### config.mk
export PLATFORM = sky130hd
export DESIGN_NAME = dphy_lane_deskew
export DESIGN_NICKNAME = d
export VERILOG_FILES = /design/src/rtl/dphy_deskew_pkg.sv /design/src/rtl/dphy_lane_delay.sv /design/src/rtl/dphy_lane_deskew.sv
export SDC_FILE = /design/constraint.sdc
export NUM_CORES = 1
export LEC_CHECK = 0
export ABC_AREA = 1
export BUFFER_PORTS_ARGS = -buffer_cell sky130_fd_sc_hd__buf_4
export CAP_MARGIN = 10
export CORE_ASPECT_RATIO = 1.1
export CORE_MARGIN = 4
export CORE_UTILIZATION = 60
export DETAILED_ROUTE_END_ITERATION = 7
export PLACE_DENSITY = 0.83
export SYNTH_ARGS = -nofsm -noshare
export SYNTH_HDL_FRONTEND = slang
export SYNTH_SLANG_ARGS = --single-unit
### constraint.sdc
create_clock -name byte_clk_i -period 2.8 [get_ports byte_clk_i]
set_input_delay 0.14 -clock byte_clk_i [delete_from_list [all_inputs] [get_ports byte_clk_i]]
set_output_delay 0.14 -clock byte_clk_i [all_outputs]
set_load 0.02 [all_outputs]
### src/rtl/dphy_deskew_pkg.sv
// Shared types and helpers for the D-PHY lane deskew block.
package dphy_deskew_pkg;

  typedef enum logic [1:0] {IDLE, SEEK, LOCKED} deskew_state_t;

  typedef struct packed {
    logic       valid;
    logic [7:0] data;
  } lane_byte_t;

  function automatic int skew_w(input int max_skew);
    return $clog2(max_skew + 1);
  endfunction

endpackage

### src/rtl/dphy_lane_delay.sv
// One lane of the deskewer: byte history, arrival run counter and the
// delay-select mux that picks the aligned byte out of the history.
module dphy_lane_delay
  import dphy_deskew_pkg::*;
#(
  parameter int MAX_SKEW = 3,
  parameter int SKEW_W   = skew_w(MAX_SKEW),
  parameter int RUN_W    = $clog2(MAX_SKEW + 2)
) (
  input  logic              clk,
  input  logic              rst_n,
  input  logic              enable,
  input  logic              clear,
  input  logic              din_valid,
  input  logic [7:0]        din_data,
  input  logic [SKEW_W-1:0] sel,
  output logic [RUN_W-1:0]  run,
  output logic              dout_valid,
  output logic [7:0]        dout_data
);

  localparam logic [RUN_W-1:0] RUN_MAX = RUN_W'(MAX_SKEW + 1);

  lane_byte_t hist [MAX_SKEW+1];
  lane_byte_t picked;

  always_ff @(posedge clk or negedge rst_n) begin
    if (!rst_n) begin
      for (int k = 0; k <= MAX_SKEW; k++) begin
        hist[k] <= '0;
      end
    end else if (enable) begin
      hist[0] <= {din_valid, din_data};
      for (int k = 1; k <= MAX_SKEW; k++) begin
        hist[k] <= hist[k-1];
      end
    end
  end

  // clear wins over a frozen enable so a packet-done re-arm always lands
  always_ff @(posedge clk or negedge rst_n) begin
    if (!rst_n) begin
      run <= '0;
    end else if (clear) begin
      run <= '0;
    end else if (enable && din_valid && run != RUN_MAX) begin
      run <= run + 1'b1;
    end
  end

  always_comb begin
    picked = '0;
    for (int k = 0; k <= MAX_SKEW; k++) begin
      if (sel == SKEW_W'(k)) begin
        picked = hist[k];
      end
    end
  end

  assign dout_valid = picked.valid;
  assign dout_data  = picked.data;

endmodule

### src/rtl/dphy_lane_deskew.sv
// Aligns per-lane D-PHY byte streams into lane-parallel words, locking on
// the last-arriving lane and flagging false starts and lane dropouts.
module dphy_lane_deskew
  import dphy_deskew_pkg::*;
#(
  parameter int DATA_LANES = 4,
  parameter int MAX_SKEW   = 3,
  parameter int ERR_CNT_W  = 16,
  localparam int SKEW_W    = skew_w(MAX_SKEW)
) (
  input  logic                         byte_clk_i,
  input  logic                         rst_n_i,
  input  logic                         enable_i,
  input  logic [DATA_LANES-1:0]        lane_mask_i,
  input  logic                         pkt_done_i,
  input  logic [DATA_LANES*8-1:0]      byte_data_i,
  input  logic [DATA_LANES-1:0]        valid_i,
  output logic                         sync_reset_o,
  output logic [DATA_LANES*8-1:0]      word_o,
  output logic                         valid_o,
  output logic [DATA_LANES*SKEW_W-1:0] skew_o,
  output logic                         align_err_o,
  output logic [ERR_CNT_W-1:0]         err_cnt_o
);

  localparam int RUN_W = $clog2(MAX_SKEW + 2);
  localparam logic [RUN_W-1:0] RUN_MAX = RUN_W'(MAX_SKEW + 1);

  deskew_state_t state, state_next;

  logic [DATA_LANES-1:0]        mask;
  logic [DATA_LANES-1:0]        active;
  logic [DATA_LANES-1:0]        has_run;
  logic [DATA_LANES-1:0]        run_full;
  logic [DATA_LANES-1:0]        aligned_valid;
  logic [DATA_LANES*8-1:0]      aligned_data;
  logic [DATA_LANES*8-1:0]      lane_word;
  logic [DATA_LANES*SKEW_W-1:0] sel;
  logic [RUN_W-1:0]             run [DATA_LANES];
  logic                         run_clear;
  logic                         err_event;
  logic                         start;
  logic                         lock;

  // The live mask only matters for the IDLE exit decision; afterwards the latched copy rules.
  assign active = (state == IDLE) ? lane_mask_i : mask;

  for (genvar gi = 0; gi < DATA_LANES; gi++) begin : g_lane
    dphy_lane_delay #(
      .MAX_SKEW (MAX_SKEW),
      .SKEW_W   (SKEW_W),
      .RUN_W    (RUN_W)
    ) u_delay (
      .clk        (byte_clk_i),
      .rst_n      (rst_n_i),
      .enable     (enable_i),
      .clear      (run_clear),
      .din_valid  (valid_i[gi]),
      .din_data   (byte_data_i[gi*8 +: 8]),
      .sel        (sel[gi*SKEW_W +: SKEW_W]),
      .run        (run[gi]),
      .dout_valid (aligned_valid[gi]),
      .dout_data  (aligned_data[gi*8 +: 8])
    );

    assign has_run[gi]  = (run[gi] != '0);
    assign run_full[gi] = (run[gi] == RUN_MAX);

    // While seeking, an early lane's delay is how many bytes it has banked.
    assign sel[gi*SKEW_W +: SKEW_W] = !active[gi]       ? '0 :
                                      (state == LOCKED) ? skew_o[gi*SKEW_W +: SKEW_W] :
                                                          SKEW_W'(run[gi] - 1'b1);

    assign lane_word[gi*8 +: 8] = active[gi] ? aligned_data[gi*8 +: 8] : 8'h00;
  end

  always_ff @(posedge byte_clk_i or negedge rst_n_i) begin
    if (!rst_n_i) begin
      state <= IDLE;
    end else begin
      state <= state_next;
    end
  end

  always_comb begin
    state_next = state;
    err_event  = 1'b0;
    start      = 1'b0;
    lock       = 1'b0;
    if (enable_i) begin
      case (state)
        IDLE: begin
          if (|(valid_i & lane_mask_i)) begin
            state_next = SEEK;
            start      = 1'b1;
          end
        end
        SEEK: begin
          // Lock has priority so a skew of exactly MAX_SKEW still locks.
          if (&(~active | has_run)) begin
            state_next = LOCKED;
            lock       = 1'b1;
          end else if (|(active & run_full)) begin
            state_next = IDLE;
            err_event  = 1'b1;
          end
        end
        LOCKED: begin
          if (!(&(~active | aligned_valid))) begin
            state_next = IDLE;
            err_event  = |(active & aligned_valid);
          end
        end
        default: state_next = IDLE;
      endcase
    end
    if (pkt_done_i) begin
      state_next = IDLE;
      err_event  = 1'b0;
      start      = 1'b0;
      lock       = 1'b0;
    end
  end

  assign run_clear    = pkt_done_i | (state_next == IDLE);
  assign align_err_o  = err_event;
  assign sync_reset_o = pkt_done_i | err_event;

  always_ff @(posedge byte_clk_i or negedge rst_n_i) begin
    if (!rst_n_i) begin
      mask      <= '0;
      word_o    <= '0;
      valid_o   <= 1'b0;
      skew_o    <= '0;
      err_cnt_o <= '0;
    end else begin
      if (start) begin
        mask <= lane_mask_i;
      end
      if (lock) begin
        skew_o <= sel;
      end
      if (pkt_done_i) begin
        valid_o <= 1'b0;
      end else if (enable_i) begin
        valid_o <= (state_next == LOCKED);
        if (state_next == LOCKED) begin
          word_o <= lane_word;
        end
      end
      if (err_event && err_cnt_o != '1) begin
        err_cnt_o <= err_cnt_o + 1'b1;
      end
    end
  end

endmodule

# Word-level counts from Yosys, hierarchy flattened
# Index checks and enable logic that the tools add are counted.
[word_totals]
register_bits = 219
in_bits = 44
output_inout_bits = 59
[classes]
mux = 60
n_reduce_logical = 30
bitwise = 9
eq_ne = 24
addsub = 9
[ops]
columns = ["cell", "n"]
rows = [
  ["$mux 9", 16],
  ["$mux 8", 4],
  ["$mux 2", 14],
  ["$mux 3", 8],
  ["$eq 2x2->1 const B", 10],
  ["$add 16x1->16 const B", 1],
  ["$ne 16x16->1 const B", 1],
  ["$mux 1", 15],
  ["$add 3x1->3 const B", 4],
  ["$and 4x4->4", 3],
  ["$eq 3x3->1 const B", 4],
  ["$logic_not 2->1", 6],
  ["$ne 3x3->1 const B", 4],
  ["$reduce_bool 3->1", 4],
  ["$reduce_or 4->1", 3],
  ["$eq 2x1->1 const B", 5],
  ["$reduce_bool 2->1", 5],
  ["$logic_and 1x1->1", 9],
  ["$or 4x4->4", 2],
  ["$reduce_and 4->1", 2],
  ["$sub 2x1->2 const B", 4],
  ["$pmux 2 s3", 1],
  ["$mux 4", 1],
  ["$not 4->4", 1],
  ["other kinds (4)", 5],
]

# Longest topological paths before layout
[depth]
depth_word = 17
mapped_depth = 23

# Modules after synthesis
# A second synthesis with hierarchy kept.
[hier_totals]
hier_cells = 1328
area_unflattened_um2 = 10794.1
[modules_own_cells]
columns = ["module", "area_per_inst_um2", "instances", "seq_area_each_um2", "cells_per_inst"]
rows = [
  ["dphy_lane_delay", 1774.2, 4, 975.9, 207],
  ["dphy_lane_deskew", 3697.3, 1, 1576.5, 500],
]

# Worst setup path after synthesis
# No wires, ideal clock.
[synth_timing]
path_kind = "flip-flop to flip-flop"
startpoint = "register state[1]"
endpoint = "register word_o[11]"
setup_ns = 0.124
setup_slack_ns = 0.386
arrival_time_ns = 2.290
stages_incl_launch_ff = 24
n_path_buf = 5
path_cell_list = "dfrtp_1 > inv_1 > ha_1 > buf_6 > inv_6 > nand2_4 > nand2_4 > buf_6 > nand2_4 > buf_6 > nor2_4 > nand2_1 > nand2_1 > nand2_1 > nand2_2 > nor2_2 > nand2_1 > nand2_1 > nand2_1 > nand3_2 > buf_6 > buf_6 > nand2_2 > o21ai_2"
[synth_between]
elab_chain_cells = 16
word_cells_on_any_way = 61
cone_classes = "eq/ne: 15; mux: 33; bitwise: 4; reduce/logical: 9"
[synth_lines]
columns = ["item", "line_no", "text"]
rows = [
  ["start: declaration", "dphy_lane_deskew.sv:29", "deskew_state_t state, state_next;"],
  ["start signal: assignment", "dphy_lane_deskew.sv:81", "state <= state_next;"],
  ["$eq 2x2->1 or $logic_not 2->1 (tied branches)", "dphy_lane_deskew.sv:71, dphy_lane_deskew.sv:91, dphy_lane_deskew.sv:46", ""],
  ["$mux 2 or $mux 4 (tied branches)", "dphy_lane_deskew.sv:71, dphy_lane_deskew.sv:46", ""],
  ["$mux 2", "dphy_lane_deskew.sv:70", "assign sel[gi*SKEW_W +: SKEW_W] = !active[gi] ? '0 :"],
  ["$logic_not 2->1", "dphy_lane_delay.sv:54", "if (sel == SKEW_W'(k)) begin"],
  ["$mux 9 (4 in series)", "dphy_lane_delay.sv:54", ""],
  ["$or 4x4->4", "dphy_lane_deskew.sv:109", "if (!(&(~active | aligned_valid))) begin"],
  ["$reduce_and 4->1", "dphy_lane_deskew.sv:109", ""],
  ["$mux 2", "dphy_lane_deskew.sv:109", ""],
  ["$pmux 2 s3", "dphy_lane_deskew.sv:91", "case (state)"],
  ["$mux 2", "dphy_lane_deskew.sv:90", "if (enable_i) begin"],
  ["$mux 2", "dphy_lane_deskew.sv:117", "if (pkt_done_i) begin"],
  ["$eq 2x2->1", "dphy_lane_deskew.sv:147", "if (state_next == LOCKED) begin"],
  ["$reduce_and 3->1 (no line)", "-", ""],
  ["end signal: assignment", "dphy_lane_deskew.sv:148", "word_o <= lane_word;"],
  ["end: declaration", "dphy_lane_deskew.sv:19", "output logic [DATA_LANES*8-1:0] word_o,"],
]
# Parallel ways exist; a longest one is shown, timed or not.
# A chain may end at the register's enable or synchronous reset.

# Worst setup path after layout
[layout_timing]
startpoint = "register state[1]"
endpoint = "output port align_err_o"
[layout_between]
elab_chain_cells = 14
word_cells_on_any_way = 59
cone_classes = "eq/ne: 14; mux: 31; bitwise: 5; reduce/logical: 9"
[layout_lines]
columns = ["item", "line_no", "text"]
rows = [
  ["$eq 2x2->1 or $logic_not 2->1 (tied branches)", "dphy_lane_deskew.sv:71, dphy_lane_deskew.sv:91, dphy_lane_deskew.sv:46", ""],
  ["$mux 2 or $mux 4 (tied branches)", "dphy_lane_deskew.sv:71, dphy_lane_deskew.sv:46", ""],
  ["$mux 2", "dphy_lane_deskew.sv:70", ""],
  ["$logic_not 2->1", "dphy_lane_delay.sv:54", ""],
  ["$mux 9 (4 in series)", "dphy_lane_delay.sv:54", ""],
  ["$and 4x4->4 or $or 4x4->4 (tied branches)", "dphy_lane_deskew.sv:111, dphy_lane_deskew.sv:109", ""],
  ["$reduce_or 4->1 or $reduce_and 4->1 (tied branches)", "dphy_lane_deskew.sv:111, dphy_lane_deskew.sv:109", ""],
  ["$mux 1", "dphy_lane_deskew.sv:109", ""],
  ["$pmux 1 s2 (*)", "dphy_lane_deskew.sv:91", ""],
  ["$mux 1 (*)", "dphy_lane_deskew.sv:90", ""],
  ["$mux 1 (*)", "dphy_lane_deskew.sv:117", ""],
  ["end: declaration", "dphy_lane_deskew.sv:22", "output logic align_err_o,"],
]
# Every way passes the cells marked *; elsewhere a longest branch is shown, timed or not.

==> impl_results.md <==
* Pin count of the biggest net entering global routing at 152
* Area share of the largest cell type after synthesis at 0.512
* R2r endpoint: word_o[24]
* Vias in the first global route at 9073
* Initial cell density of the core at 0.619
* Number of nets produced by synthesis at 1313
* First-pass GRT wire length at 43.5 mm
* Final critical path time including I/O delays and setup at 2.81 ns
* Number of nets with antenna violations after routing at 0
* Clock Sink Count at 219
* Buffers from clock root to sink, at most at 3
* Yosys warning total at 0
* Class of the tightest hold or removal check: in2reg
* Post-synthesis cell count at 1255
* CTS clk-pin slew, worst paths at 0.06 ns
* Leak pwr at 0.00658 uW
* Syn avg cell area at 8.52 sq um
* Iteration-0 DRC count of the detailed router at 648
* Unrepaired setup endpoints after global routing: true
* Worst setup timing slack at the placement stage at -0.00290 ns
* Netlist Area Pre-Place at 10700 sq um
* Register area at 5480 sq um
* Critical path startpoint: state[1]
* Multi-input logic area at 4390 sq um
* Number of enable-type register cells in the synthesized netlist at 0
* Clock root buffer master: clkbuf_16
* Net count, final at 1474
* Die height at 148 um
* Final worst setup slack at -0.0149 ns
* Fin Clk Skew at 0.0111 ns
* Clock insertion delay at the later pin of the skew report at 0.51 ns
* Core box area at 17300 sq um
* Filler instances at 1199
* Final total negative setup slack at -0.0295 ns
* Clock tree from TritonCTS: done
* Critical path destination: align_err_o
* Slowest cell on the critical path: dfrtp_1
* Highest net fanout along the worst path at 10
* Highest clock frequency the design can meet at 0.355 GHz
* RePlAce Congestion at 0.892
* CP arrival at 2.67 ns
* Antenna diode count at 0
* Cell-by-cell trace of the critical path: buf_6 -> ha_4 -> buf_12 -> nand2_4 -> o21ai_4 -> buf_4 -> o21ai_2 -> nand3_2 -> nand2_1 -> nand2_1 -> nand2_2 -> inv_1 -> nand2_1 -> nand3_2 -> nand2_4 -> nand2_4 -> nor2_8 -> buf_6
* Proportion of synthesized flip-flops having asynchronous set or reset at 1.00
* Port bufs at 102
* Final routed wirelength across all metal layers at 25.9 mm
* Outcome: finished, violations left
* First-pass DRT Iterations at 5
* Commonest cells after routing, fill and taps aside: nand2_1 (280), dfrtp_1 (216), inv_1 (155)
* Worst Max-Slew Pin Slew at 0.728 ns
* Number of clock buffers inserted by TritonCTS at 23
* Worst reg2reg path startpoint: state[1]
* Standard-cell rows at 50
* Wire length per cell at 15.5 um
* Slack of the worst reg-to-reg path at 0.10 ns
* Ys flop type: dfrtp_1
* Fin crit share at 1.01
* Hold Vio Cnt, Final at 0
* Required time of the critical path at 2.66 ns
* Area of the die at 20000 sq um
* Max stage delay on crit path at 0.41 ns
* Initial antenna violation count at 0
* GRT Overall Usage at 0.261
* Violations in the final reports: negative setup slack
* Average vias per placed instance at 5.43
* DR DRC count at 0
* Flop and latch count out of synthesis at 219
* Total power per unit cell area at 675 nW/um^2
* Max H-tree Level at 1
* Area of placed instances at 11700 sq um
* Final standard cell utilization of the core at 0.770
* Total non-filler cell area in the finished layout at 13300 sq um
* Syn-to-layout area delta at 24.3%
* Via count of the routed design at 9049
* Congestion Overflow GR at 0
* Commonest non-fill, non-tap cell in the layout: nand2_1
* Placed wire-length estimate after detailed placement at 16.9 mm
* Number of pins exceeding their max-slew limit in the final report at 0
* Final setup violation count at 2
* Dominant cells by area after synthesis: dfrtp_1 (51%), nand2_1 (10%), o21ai_0 (6.5%), inv_1 (5.6%), a21oi_1 (3.0%)
* Leading area contributor after synthesis: dfrtp_1
* Type of destination of the critical path: output port
* Chip width at 135 um
* Kind of critical path: reg2out
* Crit path launch type: flop
* Path depth of the worst reg2reg path at 20
* Number of distinct standard cells referenced by the synthesized netlist at 36
* Boundary Pins at 103
* Number of maximum-capacitance violations at 0
* Layout cells sized above 1 at 0.220
* Worst slew margin relative to its limit at 0.515
* Worst supply voltage drop on vdd at 562 uV
* Sequential element share of the synthesized area at 0.512
[through the flow]
step	total power [uW]	hold slack, ns	instances
finish	8970	0.0425	1666
global route	9390	0.0367	1666
CTS	8960	0.0276	1662
detailed placement	5530	0.189	1566
global placement	5460	0.188	1566
floorplan	4870	-0.156	1255
[final cells by class]
class | count | share of cell area
clock buffers | 29 | 0.0480
inverters | 174 | 0.0497
flip-flops and latches | 219 | 0.413
multi-input cells | 806 | 0.330
clock inverters | 12 | 0.0144
repair buffers | 192 | 0.123
well taps | 234 | 0.0220
[logic make-up after synthesis]
family / share of synthesized area
and+or+nand+nor: 0.192
AOI/OAI and AO/OA: 0.162
buffers and inverters: 0.0918
DFF: 0.512
xor gates and xnor gates: 0.0180
adders and majority gates: 0.0164
muxes: 0.00737
[critical path, delay by kind of cell (launching register included)]
kind,cells,cell delay [ns]
AO/OA/AOI/OAI,2,0.20
buffers and inverters,5,0.60
adder cells (fa/ha/maj),1,0.17
flip-flops,1,0.41
AND/OR/NAND/NOR,10,0.78
[report_power, final]
group	leakage (uW)	switching [uW]	total (uW)	internal (uW)
sequential	0.00276	245	3780	3540
clock	0.000409	1250	3330	2070
combinational	0.00341	1140	1860	718
total	0.00658	2640	8970	6330
[worst min-delay path by stage]
stage / from / endpoint / cells past startpoint
2_1_floorplan: rst_n_i / err_cnt_o[0] / 0
6_report: enable_i / g_lane[2].u_delay.hist[9] / 3
3_5_place_dp: rst_n_i / g_lane[1].u_delay.hist[30] / 1
3_3_place_gp: rst_n_i / g_lane[1].u_delay.hist[30] / 1
5_1_grt: enable_i / g_lane[2].u_delay.hist[18] / 3
4_1_cts: enable_i / g_lane[2].u_delay.hist[21] / 3
[layer usage]
| metal | GRT usage | part of all wire | vias to the layer above |
|---|---|---|---|
| met4 | 0.0832 | 0.032 | 0 |
| met1 | 0.335 | 0.41 | 4382 |
| met5 | 0 | 0 | - |
| met3 | 0.0391 | 0.046 | 59 |
| met2 | 0.457 | 0.51 | 246 |
| li1 | - | - | 4362 |
[synth_stat cells (3+ instances only)]
cell type  instances
nand2_1          291
buf_4              3
inv_1            159
a221oi_1           3
dfrtp_1          219
o22ai_1           24
buf_2              4
ha_1              14
o21ai_2           36
o21ai_1            6
buf_6             13
xnor2_1            5
nand3_1           54
nand2_2           21
nand2_4            7
nor3_1            10
xor2_1            17
nor2_1            68
o221ai_1          16
inv_2             14
mux2_2             7
o211ai_1           5
a21oi_1           65
nand4_1            5
o21ai_0          138
clkbuf_1          34
nor2_4             4
[sequential cells by signal, indices dropped and copies added, names as in the netlist]
| signal | flops |
|---|---|
| mask | 4 |
| word_o | 32 |
| skew_o | 8 |
| g_lane.u_delay.run | 12 |
| state | 2 |
| valid_o | 1 |
| g_lane.u_delay.hist | 144 |
| err_cnt_o | 16 |
[repair_timing]
action | 4_1_cts | 5_1_grt
endpoints found under the setup margin | 7 | 14
setup buffers | 13 | 5
gates resized for setup | 33 | 20
gates cloned | 0 | 0
endpoints found under the hold margin | 130 | 0
pin swaps | 11 | 14
hold buffers | 42 | 0
Note: power is estimated with default switching activity, not from simulation.
